===== src/rtl/lsu_sram_ctrl.sv =====
// Load/store unit front end for a single-port-style SRAM: aligns stores into byte
// lanes, extracts and extends loads, and reports misalignment and read timeouts.
module lsu_sram_ctrl #(
  parameter int ADDR_WIDTH = 32,
  parameter int DATA_WIDTH = 32,
  parameter int RD_TIMEOUT = 255
) (
  input  logic                    clk,
  input  logic                    rst_n,
  input  logic                    req_valid,
  output logic                    req_ready,
  input  logic                    req_we,
  input  logic [1:0]              req_size,
  input  logic                    req_unsigned,
  input  logic [ADDR_WIDTH-1:0]   req_addr,
  input  logic [DATA_WIDTH-1:0]   req_wdata,
  output logic                    resp_valid,
  output logic [DATA_WIDTH-1:0]   resp_rdata,
  output logic                    resp_err,
  output logic [ADDR_WIDTH-1:0]   sram_rd_addr,
  output logic                    sram_rd_en,
  input  logic                    sram_rd_valid,
  input  logic [DATA_WIDTH-1:0]   sram_rd_data,
  output logic [ADDR_WIDTH-1:0]   sram_wr_addr,
  output logic                    sram_wr_en,
  output logic [DATA_WIDTH-1:0]   sram_wr_data,
  output logic [DATA_WIDTH/8-1:0] sram_mask
);

  localparam int NUM_OF_BYTES = DATA_WIDTH / 8;
  localparam int CNT_W        = $clog2(RD_TIMEOUT + 1);

  typedef enum logic [1:0] {IDLE, STORE, LOAD, RESP} state_t;

  state_t                  state, next;
  logic                    rdy_q;
  logic                    we_q;
  logic [1:0]              size_q;
  logic                    uns_q;
  logic [ADDR_WIDTH-1:0]   addr_q;
  logic [DATA_WIDTH-1:0]   wdata_q;
  logic [DATA_WIDTH-1:0]   rdata_q;
  logic                    err_q;
  logic [CNT_W-1:0]        cnt;

  logic                    accept;
  logic                    bad;
  logic                    timeout;
  logic [7:0]              byte_v;
  logic [15:0]             half_v;
  logic [DATA_WIDTH-1:0]   ext;
  logic [ADDR_WIDTH-1:0]   addr_al;

  assign accept  = req_valid && req_ready;
  assign bad     = (req_size == 2'b11) ||
                   (req_size == 2'b01 && req_addr[0]) ||
                   (req_size == 2'b10 && req_addr[1:0] != 2'b00);
  // rd_valid on the last allowed cycle takes priority over the timeout
  assign timeout = (state == LOAD) && !sram_rd_valid && (cnt == CNT_W'(RD_TIMEOUT - 1));
  assign addr_al = {addr_q[ADDR_WIDTH-1:2], 2'b00};

  always_comb begin
    byte_v = sram_rd_data[{addr_q[1:0], 3'b000} +: 8];
    half_v = sram_rd_data[{addr_q[1], 4'b0000} +: 16];
    case (size_q)
      2'b00:   ext = {{(DATA_WIDTH-8){~uns_q & byte_v[7]}}, byte_v};
      2'b01:   ext = {{(DATA_WIDTH-16){~uns_q & half_v[15]}}, half_v};
      default: ext = sram_rd_data;
    endcase
  end

  always_ff @(posedge clk or negedge rst_n) begin
    if (!rst_n) begin
      state <= IDLE;
      rdy_q <= 1'b0;
    end else begin
      state <= next;
      rdy_q <= 1'b1;
    end
  end

  always_comb begin
    next = state;
    case (state)
      IDLE: begin
        if (accept) begin
          if (bad)         next = RESP;
          else if (req_we) next = STORE;
          else             next = LOAD;
        end
      end
      STORE:   next = IDLE;
      LOAD:    if (sram_rd_valid || timeout) next = RESP;
      default: next = IDLE;
    endcase
  end

  always_ff @(posedge clk or negedge rst_n) begin
    if (!rst_n) begin
      we_q    <= 1'b0;
      size_q  <= '0;
      uns_q   <= 1'b0;
      addr_q  <= '0;
      wdata_q <= '0;
      rdata_q <= '0;
      err_q   <= 1'b0;
      cnt     <= '0;
    end else begin
      if (accept) begin
        we_q    <= req_we;
        size_q  <= req_size;
        uns_q   <= req_unsigned;
        addr_q  <= req_addr;
        wdata_q <= req_wdata;
        rdata_q <= '0;
        err_q   <= bad;
        cnt     <= '0;
      end else if (state == LOAD) begin
        cnt <= cnt + CNT_W'(1);
        if (sram_rd_valid) begin
          rdata_q <= ext;
          err_q   <= 1'b0;
        end else if (timeout) begin
          rdata_q <= '0;
          err_q   <= 1'b1;
        end
      end
    end
  end

  always_comb begin
    req_ready    = (state == IDLE) && rdy_q;
    resp_valid   = (state == STORE) || (state == RESP);
    resp_err     = (state == RESP) && err_q;
    resp_rdata   = (state == RESP && !err_q && !we_q) ? rdata_q : '0;
    sram_rd_en   = (state == LOAD);
    sram_rd_addr = (state == LOAD) ? addr_al : '0;
    sram_wr_en   = (state == STORE);
    sram_wr_addr = '0;
    sram_wr_data = '0;
    sram_mask    = '0;
    if (state == STORE) begin
      sram_wr_addr = addr_al;
      case (size_q)
        2'b00: begin
          sram_wr_data = {NUM_OF_BYTES{wdata_q[7:0]}};
          sram_mask    = NUM_OF_BYTES'(1) << addr_q[1:0];
        end
        2'b01: begin
          sram_wr_data = {(NUM_OF_BYTES/2){wdata_q[15:0]}};
          sram_mask    = NUM_OF_BYTES'(3) << addr_q[1:0];
        end
        default: begin
          sram_wr_data = wdata_q;
          sram_mask    = '1;
        end
      endcase
    end
  end

endmodule


===== config.mk =====
export PLATFORM = sky130hd
export DESIGN_NAME = lsu_sram_ctrl
export DESIGN_NICKNAME = d
export VERILOG_FILES = /design/src/rtl/lsu_sram_ctrl.sv
export SDC_FILE = /design/constraint.sdc
export NUM_CORES = 1
export LEC_CHECK = 0
export BUFFER_PORTS_ARGS = -buffer_cell sky130_fd_sc_hd__buf_2
export CAP_MARGIN = 30
export CORE_ASPECT_RATIO = 1.5
export CORE_MARGIN = 8
export CORE_UTILIZATION = 50
export CTS_CLUSTER_SIZE = 8
export DETAILED_ROUTE_END_ITERATION = 12
export GPL_TIMING_DRIVEN = 0
export PLACE_DENSITY = 0.85
export SETUP_SLACK_MARGIN = 0.02
export SYNTH_ARGS = -nofsm -noshare
export SYNTH_HDL_FRONTEND = slang
export SYNTH_SLANG_ARGS = --single-unit

===== constraint.sdc =====
create_clock -name clk -period 2 [get_ports clk]
set_clock_uncertainty 0.15 [all_clocks]
set_input_delay 0.1 -clock clk [delete_from_list [all_inputs] [get_ports clk]]
set_output_delay 0.1 -clock clk [all_outputs]
set_load 0.01 [all_outputs]

==> results.yml <==
sta:
  period_share: 0.987
  fmax_ghz: 0.507
  rsz0062_at_grt: "true"
  hold_viol_final: 0
  max_slew.worst_pin.slew_ns: 0.681
  slew_headroom: 0.546
  setup_viol: 0
  min_period_ns: 1.97
  report.final.slew_viol_count: 0
floorplan:
  core_area_sq_um: 12300
  dieArea_sq_um: 16300
  rows: 50
  start_util: 0.505
  die_x_um: 107
  die_y_um: 153
  num_io_pins: 241
setup_path:
  cp.required_ns: 1.75
  startpoint_type: "flip-flop"
  worstPathMaxFanout: 7
  crit_path_end_kind: "primary output"
  worstReg2RegStart: "addr_q[1]"
  ff2ff_setup_slack_ns: 0.03
  worst_path_largest_cell_delay_ns: 0.46
  slowest_stage: "dfrtp_2"
  crit_arrival_ns: 1.72
  critPathLaunch: "state[0]"
  path_class: "reg2out"
  r2r_end: "rdata_q[13]"
  r2r_cells: 4
  cp_cell_sequence: "or2b_4, clkinv_4, buf_6, clkbuf_16, and2_1, buf_2"
clocking:
  clkLatencyLatePin_ns: 0.35
  cts_made_buffers: 9
  cts_htree_levels: 3
  clk_pin_slew_ns: 0.07
  cts_tree: "built"
  numClockSinks: 112
  clockRootBuffer: "clkbuf_16"
  clock_path_buffers: 2
route:
  antenna_left: 0
  firstDrtPassIters: 5
  vias: 6123
  via_per_inst: 5.56
  initialDrtViolationCount: 354
  wl_per_cell_um: 20.7
  drt-total-wl_um: 22800
  drc: 0
pwr:
  power_mw: 12.3
  leakage_nw: 4.66
  clkPwrFrac: 0.132
  power.density_nw_per_um2: 1310
  p_comb_frac: 0.526
  switchingPower_mw: 4.84
  ir_drop_mv: 0.782
  p_seq_frac: 0.342
  sw_frac_of_total: 0.394
  p_int_mw: 7.43
job:
  cap_violations: 0
status:
  status: "finished clean"
global_route:
  grt_max_degree: 64
  grt_pass1_vias: 6805
  gr-total-overflow: 0
  antenna_found_initial: 2
  grt.total_usage: 0.266
  grt_pass1_wl_um: 34600
synthesis:
  synth.distinct_cells: 43
  async_flop_share: 1.00
  synth_edf_count: 0
  syn_area_sq_um: 6220
  synth_ff_type: "dfrtp_1"
  synthCells: 579
  ys_seq_area_frac: 0.451
  yosys_warnings: 0
  ys_ff_latch: 112
  synth_area_per_cell_sq_um: 10.7
cells_and_area:
  stdcell_count: 1102
  postLayoutCoreUtil: 0.760
  finalNetCount: 1047
  areaGrowthSynthToFinish_pct: 50.5
  final_layout_size_suffix_gt1_frac: 0.448
placement:
  dp_hpwl_um: 15000
  placed_cells: 975
  numPortBuffers: 236
  place.gp.congestion: 0.938
min_path:
  hold_path.class: "in2reg"
  holdPathEnd: "rdata_q[3]"
  whs_path_depth: 4
  hold_start: "sram_rd_data[3]"
## per-layer routing
metal	track usage	share of wire	up-vias
met2	0.467	0.53	314
li1	-	-	2757
met1	0.273	0.35	2980
met4	0.147	0.040	0
met5	0	0	-
met3	0.0787	0.080	72
## logic make-up after synthesis
kind of cell,synth area share
flops,0.451
compound gates,0.119
other cells,0.00121
xor+xnor,0.00845
fa+ha+maj,0.00402
simple gates,0.177
buf+inv,0.0571
mux,0.182
## power by group through the flow
stage,Sequential (mW),Combinational (mW),Clock (mW)
after global routing,4.30,6.91,1.73
after floorplan,3.85,3.74,0
after CTS,4.14,5.85,1.63
after global placement,4.10,5.16,0
after detailed placement,4.15,5.30,0
final,4.19,6.45,1.62
## placed cells by master, fill, tap and decap left out, types with 17 or more instances in the layout
cell type,count
buf_2,237
a221o_1,23
mux2i_1,17
buf_6,23
a21oi_1,24
and2_1,96
nand2_1,24
dlygate4sd3_1,97
nor2_1,48
dfrtp_1,108
mux2_2,69
buf_4,26
## how the worst max path moves through the flow
stage | end | slack [ns] | depth (start not counted)
after global routing | sram_wr_addr[9] | -0.02 | 6
after detailed placement | sram_mask[3] | -0.33 | 7
after global placement | wdata_q[20] | -0.65 | 1
final | sram_wr_addr[9] | 0.03 | 6
after CTS | wdata_q[25] | 0.02 | 6
after floorplan | addr_q[10] | 0.11 | 6
## critical path, delay by kind of cell (launching register included)
kind,cells,cell delay [ns]
buf+inv,4,0.49
simple gates,2,0.43
flops,1,0.46
## cell usage after synthesis, drive strengths merged, types with 2 or more instances
cell	n	share of area
nand4	3	0.0030
conb	2	0.0012
nand2b	3	0.0030
mux4	8	0.030
nor3b	2	0.0050
ha	2	0.0040
xnor2	2	0.0028
dfrtp	112	0.45
o21ai	7	0.0056
nand2	26	0.018
and3	2	0.0020
o2bb2ai	14	0.020
nor2b	2	0.0020
a221oi	8	0.011
a221o	23	0.037
buf	38	0.040
nor3	5	0.0040
a21oi	26	0.023
and2	101	0.10
xor2	4	0.0056
mux2i	17	0.027
a22o	9	0.013
nor2	50	0.030
mux2	69	0.12
o22ai	8	0.0080
nand3	2	0.0016
inv	14	0.0089
clkbuf	14	0.0084
## timing repair
| action | in CTS | in global routing |
|---|---|---|
| buffers inserted | 5 | 10 |
| pin swaps | 2 | 8 |
| gates cloned | 0 | 2 |
| endpoints found under the hold margin | 147 | 0 |
| setup endpoints to repair | 177 | 159 |
| hold buffers | 97 | 0 |
| resized for setup | 64 | 59 |
## registers in the layout (all words and copies together), names as in the netlist
register	flops
err_q	1
state	2
rdy_q	1
uns_q	1
addr_q	32
size_q	2
we_q	1
wdata_q	32
cnt	8
rdata_q	32
## per-stage QoR
| step | instance area, sq um | worst slack [ns] | TNS (ns) | hold WS (ns) |
|---|---|---|---|---|
| after detailed placement | 7640 | -0.334 | -7.22 | 0.0292 |
| after global routing | 9360 | -0.0226 | -0.0806 | 0.0409 |
| after CTS | 9070 | 0.0214 | 0 | 0.00167 |
| after global placement | 7610 | -0.646 | -78.61 | 0.174 |
| final | 9360 | 0.0266 | 0 | 0.0106 |
| after floorplan | 6230 | 0.110 | 0 | -0.346 |
## cell type report
class                      instances  area, sq um
fill                             774         2960
buffer                            49          467
multi-input combinational        404         3180
sequential                       112         2810
inverter                          14         60.1
clock inverter                     4         25.0
clock buffer                       9          225
timing repair buffer             351         2400
tap                              156          195
antenna                            3         7.51
Note: power is estimated with default switching activity, not from simulation.
